--- config.mk ---
export PLATFORM = sky130hd
export DESIGN_NAME = addsub_share_arb
export DESIGN_NICKNAME = d
export VERILOG_FILES = /design/src/rtl/addsub_share_arb.sv
export SDC_FILE = /design/constraint.sdc
export NUM_CORES = 1
export LEC_CHECK = 0
export CAP_MARGIN = 20
export CORE_UTILIZATION = 45
export DETAILED_ROUTE_END_ITERATION = 6
export PLACE_DENSITY = 0.76
export SYNTH_ARGS = -nofsm -noshare
export SYNTH_HDL_FRONTEND = slang
export SYNTH_SLANG_ARGS = --single-unit
--- constraint.sdc ---
create_clock -name i_clk -period 3.79 [get_ports i_clk]
set_input_delay 0.9475 -clock i_clk [delete_from_list [all_inputs] [get_ports i_clk]]
set_output_delay 0.9475 -clock i_clk [all_outputs]
set_load 0.01 [all_outputs]
--- src/rtl/addsub_share_arb.sv ---
// Round-robin arbiter that time-shares one registered 32-bit add/subtract unit
// between NUM_REQ clients, with valid/ready handshakes on requests and responses.
module addsub_share_arb #(
  parameter int NUM_REQ     = 2,
  parameter int EXEC_CYCLES = 1,
  localparam int IDX_W      = (NUM_REQ > 1) ? $clog2(NUM_REQ) : 1
) (
  input  logic                    i_clk,
  input  logic                    i_arst_n,
  input  logic [NUM_REQ-1:0]      i_req_valid,
  output logic [NUM_REQ-1:0]      o_req_ready,
  input  logic [NUM_REQ-1:0]      i_req_op,
  input  logic [NUM_REQ*32-1:0]   i_req_a,
  input  logic [NUM_REQ*32-1:0]   i_req_b,
  output logic [NUM_REQ-1:0]      o_rsp_valid,
  input  logic [NUM_REQ-1:0]      i_rsp_ready,
  output logic [31:0]             o_rsp_data,
  output logic                    o_busy
);

  localparam int CNT_W = (EXEC_CYCLES > 1) ? $clog2(EXEC_CYCLES) : 1;

  typedef enum logic [1:0] {
    ST_IDLE = 2'd0,
    ST_EXEC = 2'd1,
    ST_RESP = 2'd2
  } state_e;

  state_e             state_q, state_d;
  logic [IDX_W-1:0]   last_q, last_d;
  logic [IDX_W-1:0]   gnt_q, gnt_d;
  logic               op_q, op_d;
  logic [31:0]        a_q, a_d;
  logic [31:0]        b_q, b_d;
  logic [CNT_W-1:0]   cnt_q, cnt_d;
  logic [NUM_REQ-1:0] rsp_valid_q, rsp_valid_d;
  logic [31:0]        rsp_data_q, rsp_data_d;
  logic               busy_q, busy_d;

  logic               pick_found_s;
  logic [IDX_W-1:0]   pick_idx_s;
  logic [31:0]        req_a_s [NUM_REQ];
  logic [31:0]        req_b_s [NUM_REQ];

  function automatic logic [NUM_REQ-1:0] onehot(input logic [IDX_W-1:0] idx);
    logic [NUM_REQ-1:0] v;
    v      = '0;
    v[idx] = 1'b1;
    return v;
  endfunction

  function automatic logic [31:0] addsub(input logic op, input logic [31:0] a,
                                         input logic [31:0] b);
    if (op) begin
      return a - b;
    end else begin
      return a + b;
    end
  endfunction

  // Unpack the flat operand buses into per-requester words.
  always_comb begin
    for (int k = 0; k < NUM_REQ; k++) begin
      req_a_s[k] = i_req_a[k*32 +: 32];
      req_b_s[k] = i_req_b[k*32 +: 32];
    end
  end

  // Round-robin search starting just after the last grant, wrapping.
  always_comb begin
    pick_found_s = 1'b0;
    pick_idx_s   = '0;
    for (int i = 1; i <= NUM_REQ; i++) begin
      if (!pick_found_s && i_req_valid[IDX_W'((int'(last_q) + i) % NUM_REQ)]) begin
        pick_found_s = 1'b1;
        pick_idx_s   = IDX_W'((int'(last_q) + i) % NUM_REQ);
      end else begin
        pick_found_s = pick_found_s;
      end
    end
  end

  // Ready is combinational in IDLE; held low while reset is asserted.
  always_comb begin
    o_req_ready = '0;
    if ((state_q == ST_IDLE) && pick_found_s && i_arst_n) begin
      o_req_ready[pick_idx_s] = 1'b1;
    end else begin
      o_req_ready = '0;
    end
  end

  // Next-state and datapath computation.
  always_comb begin
    state_d     = state_q;
    last_d      = last_q;
    gnt_d       = gnt_q;
    op_d        = op_q;
    a_d         = a_q;
    b_d         = b_q;
    cnt_d       = cnt_q;
    rsp_valid_d = rsp_valid_q;
    rsp_data_d  = rsp_data_q;
    case (state_q)
      ST_IDLE: begin
        if (pick_found_s) begin
          state_d = ST_EXEC;
          gnt_d   = pick_idx_s;
          last_d  = pick_idx_s;
          op_d    = i_req_op[pick_idx_s];
          a_d     = req_a_s[pick_idx_s];
          b_d     = req_b_s[pick_idx_s];
          cnt_d   = CNT_W'(EXEC_CYCLES - 1);
        end else begin
          state_d = ST_IDLE;
        end
      end
      ST_EXEC: begin
        if (cnt_q == '0) begin
          state_d     = ST_RESP;
          rsp_data_d  = addsub(op_q, a_q, b_q);
          rsp_valid_d = onehot(gnt_q);
        end else begin
          cnt_d = cnt_q - CNT_W'(1);
        end
      end
      ST_RESP: begin
        // Only the granted requester's ready can complete the response.
        if (i_rsp_ready[gnt_q]) begin
          state_d     = ST_IDLE;
          rsp_valid_d = '0;
        end else begin
          state_d = ST_RESP;
        end
      end
      default: begin
        state_d     = ST_IDLE;
        rsp_valid_d = '0;
      end
    endcase
    busy_d = (state_d != ST_IDLE);
  end

  // State and output registers; reset discards any operation in flight.
  always_ff @(posedge i_clk or negedge i_arst_n) begin
    if (!i_arst_n) begin
      state_q     <= ST_IDLE;
      last_q      <= IDX_W'(NUM_REQ - 1);
      gnt_q       <= '0;
      op_q        <= 1'b0;
      a_q         <= 32'h0000_0000;
      b_q         <= 32'h0000_0000;
      cnt_q       <= '0;
      rsp_valid_q <= '0;
      rsp_data_q  <= 32'h0000_0000;
      busy_q      <= 1'b0;
    end else begin
      state_q     <= state_d;
      last_q      <= last_d;
      gnt_q       <= gnt_d;
      op_q        <= op_d;
      a_q         <= a_d;
      b_q         <= b_d;
      cnt_q       <= cnt_d;
      rsp_valid_q <= rsp_valid_d;
      rsp_data_q  <= rsp_data_d;
      busy_q      <= busy_d;
    end
  end

  assign o_rsp_valid = rsp_valid_q;
  assign o_rsp_data  = rsp_data_q;
  assign o_busy      = busy_q;

endmodule

# Yosys cells after proc, flatten, opt, wreduce, memory -nomap -nowiden
# Index checks and enable logic that the tools add are counted.
# op_classes
n_addsub	5
order_cmp	7
eq_ne	5
mux	34
n_bitwise	3
reduce_logical	13
# op_table
cell	n
two-way mux 32 bit	7
adder 32 bit	1
subtractor 32 bit	1
two-way mux 1 bit	17
one-hot mux 2 bit (3 select lines)	2
two-way mux 2 bit	5
less-than comparator 1 x 3 -> 1 bit (second input constant)	2
!= test 2 bit (second input constant)	3
AND reduction 2 bit	3
logical AND 1 bit	5
less-than comparator 1 x 2 -> 1 bit (second input constant)	2
nonzero test 2 bit	2
AND reduction 3 bit	1
adder 1 bit (second input constant)	2
demux 1 bit (select 1 bit)	2
equality test 2 x 1 -> 1 bit (second input constant)	1
equality test 2 bit (second input constant)	1
greater-or-equal comparator 1 bit (second input constant)	2
greater-or-equal comparator 2 bit (second input constant)	1
zero test 2 bit	1
NOT 1 bit	2
NOT 1 -> 2 bit	1
one-hot mux 1 bit (2 select lines)	1
zero test 1 bit	1
subtractor 1 bit (second input constant)	1
# totals
reg_bits	105
word_cells	77

# Logic depth before layout (Yosys ltp)
# Gate-level depths: netlist (run 1).
# depth
ltp_word	13
mapped_depth	16

# Worst setup path after synthesis (run 1)
# No wires, ideal clock.
# synth_path
kind	register to register
from	register b_q[9]
to	register rsp_data_q[28], in the netlist o_rsp_data[28]
setup_ns	0.130
arrival_time_ns	3.432
setup_slack_ns	0.228
stages_incl_launch_ff	16
path_cell_list	dfrtp_1 > or4_4 > and3b_2 > and2b_1 > buf_6 > a21oi_1 > xnor2_1 > ha_1 > clkbuf_1 > a21oi_1 > o21ai_0 > a2111oi_2 > a211oi_1 > a221oi_2 > xor2_1 > o21ai_1
# synth_between
elab_chain_cells	2
word_cells_on_any_way	3
cone_classes	2 x add/sub; 1 x mux
# synth_rtl
element	line_no	source
from (decl)	34	logic [31:0] b_q, b_d;
from (signal assigned)	152	b_q <= 32'h0000_0000;
from (signal assigned)	163	b_q <= b_d;
adder 32 bit or subtractor 32 bit (tied branches)	57, 55	
two-way mux 32 bit (*)	54	if (op) begin
to (signal assigned)	166	rsp_data_q <= rsp_data_d;
to (decl)	37	logic [31:0] rsp_data_q, rsp_data_d;
# Every way passes the cells marked *; elsewhere a longest branch is shown, timed or not.
# A chain may end at the register's enable or synchronous reset.

# Final worst setup path (run 1)
# layout_path
from	register b_q[9]
to	register rsp_data_q[30], in the netlist o_rsp_data[30]
# Same word-level chain as after synthesis.

==> impl_metrics.json, run 1 <==
{
  "status": "complete, no violations",
  "clock_skew_ps": 9.25,
  "dieArea_sq_mm": 0.0152,
  "syn_area_per_cell_sq_um": 8.56,
  "clk_pin_slew_worst_paths_ps": 70,
  "routabilityCongestion": 0.912,
  "final_cell_mix": "170 x clkdlybuf4s50_1, 113 x nand2_1, 103 x o21ai_0, 103 x dfrtp_1, 54 x o22ai_1",
  "synth_fa_ha_area_share_pct": 6.36,
  "mostFrequentLayoutCell": "clkdlybuf4s50_1",
  "grt_util_met1_pct": 36.5,
  "final_antenna_net_count": 0,
  "critPathKind": "flop to flop",
  "h-tree-depth": 3,
  "ys_async_sr_fraction_pct": 100,
  "die_y_microns": 123,
  "synth-seq-cells": 104,
  "cts.sinks": 104,
  "cts_setup_buffers": 0,
  "tightest_slew_ps": 924,
  "grt_overflow_total": 0,
  "met3_usage_pct": 3.46,
  "hp-class": "flop to flop",
  "netlist_instances": 772,
  "diodes": 0,
  "ys_warn_count": 0,
  "report.final.slew_viol_count": 0,
  "layout-drive-gt1-share_pct": 7.10,
  "period_needed_ps": 3620,
  "ios": 173,
  "grt_start_max_net_pins": 113,
  "setup_tns_ps": 0,
  "cts_inserted_buffers": 9,
  "drc": 0,
  "vias": 6188,
  "wl_per_cell_microns": 15.7,
  "dp.final_hpwl_microns": 13300,
  "rsz0062_at_grt": "false",
  "synth_edf_count": 0,
  "placed_area_sq_mm": 0.00853,
  "seq_area_frac_synth_pct": 39.4,
  "synthXorXnorAreaFrac_pct": 7.66,
  "io_buffers": 171,
  "grt_pass1_vias": 5784,
  "vias_per_cell": 5.57,
  "grt_util_met2_pct": 36.3,
  "peakVddDrop_mv": 0.450,
  "grt_pass1_wl_microns": 28800,
  "syn2layout_area_growth_pct": 34.6,
  "power_density_mw_per_mm2": 1110,
  "arrival_ps": 3870,
  "cts.path.max_buffers": 2,
  "finalSetupViolCount": 0,
  "routed_wl_microns": 17400,
  "slew_headroom_pct": 38.4,
  "muxShareOfSynthArea_pct": 0.795,
  "clock_latency_ps": 350,
  "startpoint_type": "flop",
  "fill_cells": 1239,
  "crit_required_ps": 4050,
  "fmax_ghz": 0.277,
  "cts_tree": "done",
  "drv_cap": 0,
  "final_area_sq_mm": 0.00890,
  "cp_max_fo": 5,
  "setup_ws_ps": 174,
  "pre_cts_slack_ps": 143,
  "antenna_found_initial": 0,
  "syn_area_sq_mm": 0.00661,
  "dr.first_iter.drc_count": 353,
  "yosysUniqueCellTypes": 62,
  "ys.flop_type": "dfrtp_1",
  "grtUsageTotal_pct": 24.5,
  "synth_compound_area_share_pct": 26.0,
  "die_width_microns": 123,
  "core_sq_mm": 0.0141,
  "synth_nets": 941,
  "final_nets": 1094,
  "hold_viol": 0,
  "dr.pass1.iters": 5,
  "synth_top_family_by_area": "compound AO/OA/AOI/OAI gates",
  "initial_utilization_pct": 46.9,
  "clockRootBuffer": "clkbuf_16",
  "rows": 43,
  "crit_path_end_kind": "flop",
  "leakage_nw": 3.69,
  "grt.busiest_layer": "met1",
  "synth-simple-area-share_pct": 15.8,
  "fin_crit_sh_pct": 95.4
}
power by group:
part           leakage [nW]  internal (W)  switching (W)
Clock                 0.139      0.000499       0.000398
Sequential             1.29       0.00166       0.000467
Combinational          2.26       0.00305        0.00380
Total                  3.69       0.00520        0.00466
worst max-delay path, stage by stage, from the launching register on:
cell and delay [ps]:
dfrtp_1 420, or4_4 560, and3b_2 300, and2b_2 190
a21oi_1 80, xnor2_1 170, ha_1 270, a211o_1 290
a311oi_1 280, o21bai_1 110, a31oi_2 280, nand3_1 120
mux2_2 280, o21ai_0 160
Yosys cell counts, drive strengths merged, types with 2 or more instances:
master	n	area, sq um
a21o	8	60.1
buf	10	50.1
o22ai	54	338
and4	2	17.5
inv	16	60.1
nand3	12	60.1
or3	2	12.5
o221ai	11	96.3
nand2b	6	37.5
clkbuf	42	158
and2	4	25.0
nor2	28	105
a21oi	50	250
o211ai	4	30.0
nand2	114	428
a31oi	13	96.3
o2111ai	3	26.3
xnor2	46	410
mux2i	3	30.0
nor4	3	18.8
dfrtp	103	2580
nand4	6	37.5
a221oi	3	32.5
xor2	11	96.3
a311oi	2	17.5
or4	3	30.0
nor3b	3	22.5
mux2	2	22.5
nor2b	5	31.3
o21a	3	22.5
a211oi	3	22.5
and3	9	56.3
o31ai	6	45.0
or2	2	12.5
and3b	3	27.5
o21bai	6	45.0
a21boi	3	22.5
nor3	16	91.3
ha	32	400
o21ai	108	541
per-stage QoR:
stage          cells  utilization [%]  power [W]  hold WS, ps
6_report        1110             63.1    0.00986          476
5_1_grt         1110             63.1     0.0107          508
4_1_cts         1110             62.5    0.00963          486
3_5_place_dp    1094             60.5    0.00870          471
3_3_place_gp    1094             60.5    0.00858          460
2_1_floorplan    772                -    0.00670          456
path summary, 6_finish.rpt:
path / from / to / slack (ps) / depth (start not counted)
min in group asynchronous: i_arst_n / b_q[19]$_DFFE_PN0P_ / 690 / 2
min: o_rsp_data[9]$_DFFE_PN0P_ / o_rsp_data[9]$_DFFE_PN0P_ / 480 / 2
min reg2reg: o_rsp_data[9]$_DFFE_PN0P_ / o_rsp_data[9]$_DFFE_PN0P_ / 480 / 2
max in group asynchronous: i_arst_n / o_rsp_data[17]$_DFFE_PN0P_ / 2520 / 2
max reg2reg: b_q[9]$_DFFE_PN0P_ / o_rsp_data[30]$_DFFE_PN0P_ / 170 / 13
max: b_q[9]$_DFFE_PN0P_ / o_rsp_data[30]$_DFFE_PN0P_ / 170 / 13
cell type report:
class | count | area, sq um | area share, %
multi-input combinational | 600 | 3840 | 43.2
sequential | 104 | 2600 | 29.3
timing repair buffer | 194 | 1880 | 21.2
clock buffer | 14 | 274 | 3.08
tap | 180 | 225 | 2.53
inverter | 16 | 60.1 | 0.675
clock inverter | 2 | 12.5 | 0.141
cell families after synthesis:
family / count (synthesis)
compound gates: 284
simple gates: 221
flops: 104
buf+inv: 68
xor+xnor: 57
fa+ha+maj: 33
mux: 5
layer usage:
metal	vias up	share of wire, %	wire [microns]
met2	180	44	7740
met1	2878	50	8670
li1	3113	-	-
met5	-	0	0
met4	0	1.4	244
met3	17	4.4	759
what timing repair did:
item | in CTS | in global routing
resized for setup | 0 | 16
hold buffers | 0 | 0
endpoints found under the setup margin | 0 | 10
state kept, by name (all words and copies together), names as in the netlist, 2 cells and up:
signal       flops
a_q             32
state_q          2
b_q             32
o_rsp_data      32
o_rsp_valid      2
Note: power is estimated with default switching activity, not from simulation.
==> inputs of run 2 (changes only) <==
--- a/config.mk
+++ b/config.mk
@@ -5,7 +5,6 @@
 export SDC_FILE = /design/constraint.sdc
 export NUM_CORES = 1
 export LEC_CHECK = 0
-export CAP_MARGIN = 20
 export CORE_UTILIZATION = 45
 export DETAILED_ROUTE_END_ITERATION = 6
 export PLACE_DENSITY = 0.76
==> results of run 2 <==
No change in the layout: final DEF, timing and power equal those of run 1.
==> inputs of run 3 (changes only) <==
--- a/config.mk
+++ b/config.mk
@@ -5,9 +5,9 @@
 export SDC_FILE = /design/constraint.sdc
 export NUM_CORES = 1
 export LEC_CHECK = 0
-export CORE_UTILIZATION = 45
+export CORE_UTILIZATION = 40
 export DETAILED_ROUTE_END_ITERATION = 6
-export PLACE_DENSITY = 0.76
+export PLACE_DENSITY_LB_ADDON = 0.1
 export SYNTH_ARGS = -nofsm -noshare
 export SYNTH_HDL_FRONTEND = slang
 export SYNTH_SLANG_ARGS = --single-unit
==> impl_metrics.json, run 3 (synthesized netlist as in run 1, its figures left out) <==
{
  "arrival_ps": 3830,
  "cp_max_fo": 8,
  "diodes": 0,
  "final_cell_mix": "170 x clkdlybuf4s50_1, 113 x nand2_1, 103 x o21ai_0, 103 x dfrtp_1, 54 x o22ai_1",
  "peakVddDrop_mv": 0.400,
  "status": "complete, no violations",
  "setup_tns_ps": 0,
  "ff2ff_setup_slack_ps": 210,
  "final_antenna_net_count": 0,
  "grt_overflow_total": 0,
  "ios": 173,
  "dieArea_sq_mm": 0.0170,
  "fmax_ghz": 0.280,
  "placed_area_sq_mm": 0.00863,
  "final_nets": 1108,
  "vias": 6209,
  "tightest_slew_ps": 961,
  "syn2layout_area_growth_pct": 37.9,
  "cts_tree": "done",
  "critPathKind": "flop to flop",
  "power_density_mw_per_mm2": 1130,
  "rows": 46,
  "worstRegToRegCells": 16,
  "seq_area_sq_mm": 0.00260,
  "die_width_microns": 131,
  "period_needed_ps": 3580,
  "cts_inserted_buffers": 9,
  "hp-class": "flop to flop",
  "final_area_sq_mm": 0.00912,
  "io_buffers": 171,
  "h-tree-depth": 3,
  "dp.final_hpwl_microns": 14800,
  "fill_cells": 1493,
  "min_from": "o_rsp_data[19]$_DFFE_PN0P_",
  "routed_wl_microns": 19200,
  "grt_start_max_net_pins": 113,
  "drc": 0,
  "crit_path_end_kind": "flop",
  "cts.sinks": 104,
  "dr.pass1.iters": 5,
  "grtUsageTotal_pct": 23.4,
  "r2r_end": "o_rsp_data[29]$_DFFE_PN0P_",
  "clock_skew_ps": 5.67,
  "die_y_microns": 131,
  "vias_per_cell": 5.35,
  "fin_crit_sh_pct": 94.4,
  "startpoint_type": "flop",
  "routabilityCongestion": 0.859,
  "grt_pass1_wl_microns": 30400,
  "dr.first_iter.drc_count": 323,
  "clk_pin_slew_worst_paths_ps": 70,
  "worstReg2RegStart": "b_q[1]$_DFFE_PN0P_",
  "drv_cap": 0,
  "cts.path.max_buffers": 2,
  "initial_utilization_pct": 41.3,
  "antenna_found_initial": 0,
  "slew_headroom_pct": 35.9,
  "grt_pass1_vias": 5788,
  "wl_per_cell_microns": 16.5,
  "finalSetupViolCount": 0,
  "report.final.slew_viol_count": 0,
  "min_to": "o_rsp_data[19]$_DFFE_PN0P_",
  "multiInputGateArea_sq_mm": 0.00386,
  "fin_util_pct": 57.0,
  "hold_viol": 0,
  "crit_required_ps": 4040,
  "mostFrequentLayoutCell": "clkdlybuf4s50_1",
  "clock_latency_ps": 360,
  "clockRootBuffer": "clkbuf_16",
  "hold_buffers": 0,
  "leakage_nw": 3.79,
  "layout-drive-gt1-share_pct": 9.43,
  "hold_path_depth": 2,
  "core_sq_mm": 0.0160
}
-- run 3: per-stage QoR --
stage | setup slack, ps | total power (W) | cells | hold slack [ps]
detailed placement | 91.1 | 0.00898 | 1138 | 470
floorplan | 228 | 0.00670 | 772 | 456
finish | 212 | 0.0103 | 1160 | 477
global route | -33.7 | 0.0113 | 1160 | 495
CTS | 40.1 | 0.0101 | 1154 | 486
global placement | 142 | 0.00887 | 1138 | 464
-- run 3: critical path, stage by stage, from the launching register on --
cell and delay, ps:
dfrtp_1 420, inv_1 90, ha_1 160, nor2b_2 190
nand3_1 180, nor4_1 210, nor2_1 100, xnor2_2 360
ha_4 230, and4_1 190, o2111ai_1 150, a31oi_2 270
nor3b_1 90, buf_4 160, nand4b_1 220, and3b_1 210
o31ai_1 230
-- run 3: where the power goes --
| part | switching, W | internal (W) |
|---|---|---|
| clock | 0.000426 | 0.000618 |
| combinational | 0.00399 | 0.00318 |
| sequential | 0.000454 | 0.00166 |
-- run 3: worst max path at each step --
| stage | from | to | slack (ps) |
|---|---|---|---|
| 2_1_floorplan | b_q[9]$_DFFE_PN0P_ | o_rsp_data[28]$_DFFE_PN0P_ | 230 |
| 3_3_place_gp | b_q[0]$_DFFE_PN0P_ | o_rsp_data[24]$_DFFE_PN0P_ | 140 |
| 3_5_place_dp | b_q[0]$_DFFE_PN0P_ | o_rsp_data[24]$_DFFE_PN0P_ | 90 |
| 4_1_cts | b_q[0]$_DFFE_PN0P_ | o_rsp_data[24]$_DFFE_PN0P_ | 40 |
| 5_1_grt | b_q[1]$_DFFE_PN0P_ | o_rsp_data[29]$_DFFE_PN0P_ | -30 |
| 6_report | b_q[1]$_DFFE_PN0P_ | o_rsp_data[29]$_DFFE_PN0P_ | 210 |
-- run 3: final cells by class --
| class | instances | share of cell area (%) |
|---|---|---|
| clock buffers | 12 | 2.81 |
| clock inverters | 4 | 0.851 |
| inverters | 16 | 0.659 |
| multi-input cells | 600 | 42.3 |
| flip-flops and latches | 104 | 28.5 |
| well taps | 216 | 2.96 |
| repair buffers | 208 | 21.8 |
-- run 3: metal layers --
layer | track usage (%) | share of wire, % | routed length [microns]
met5 | 0 | 0 | 0
met4 | 5.68 | 0.92 | 176
met3 | 3.71 | 3.7 | 717
met2 | 34.1 | 43 | 8290
met1 | 35.8 | 52 | 10000
-- run 3: repair_timing --
item                       4_1_cts  5_1_grt
setup endpoints to repair        0        9
buffers inserted                 0        6
resized for setup                0       24
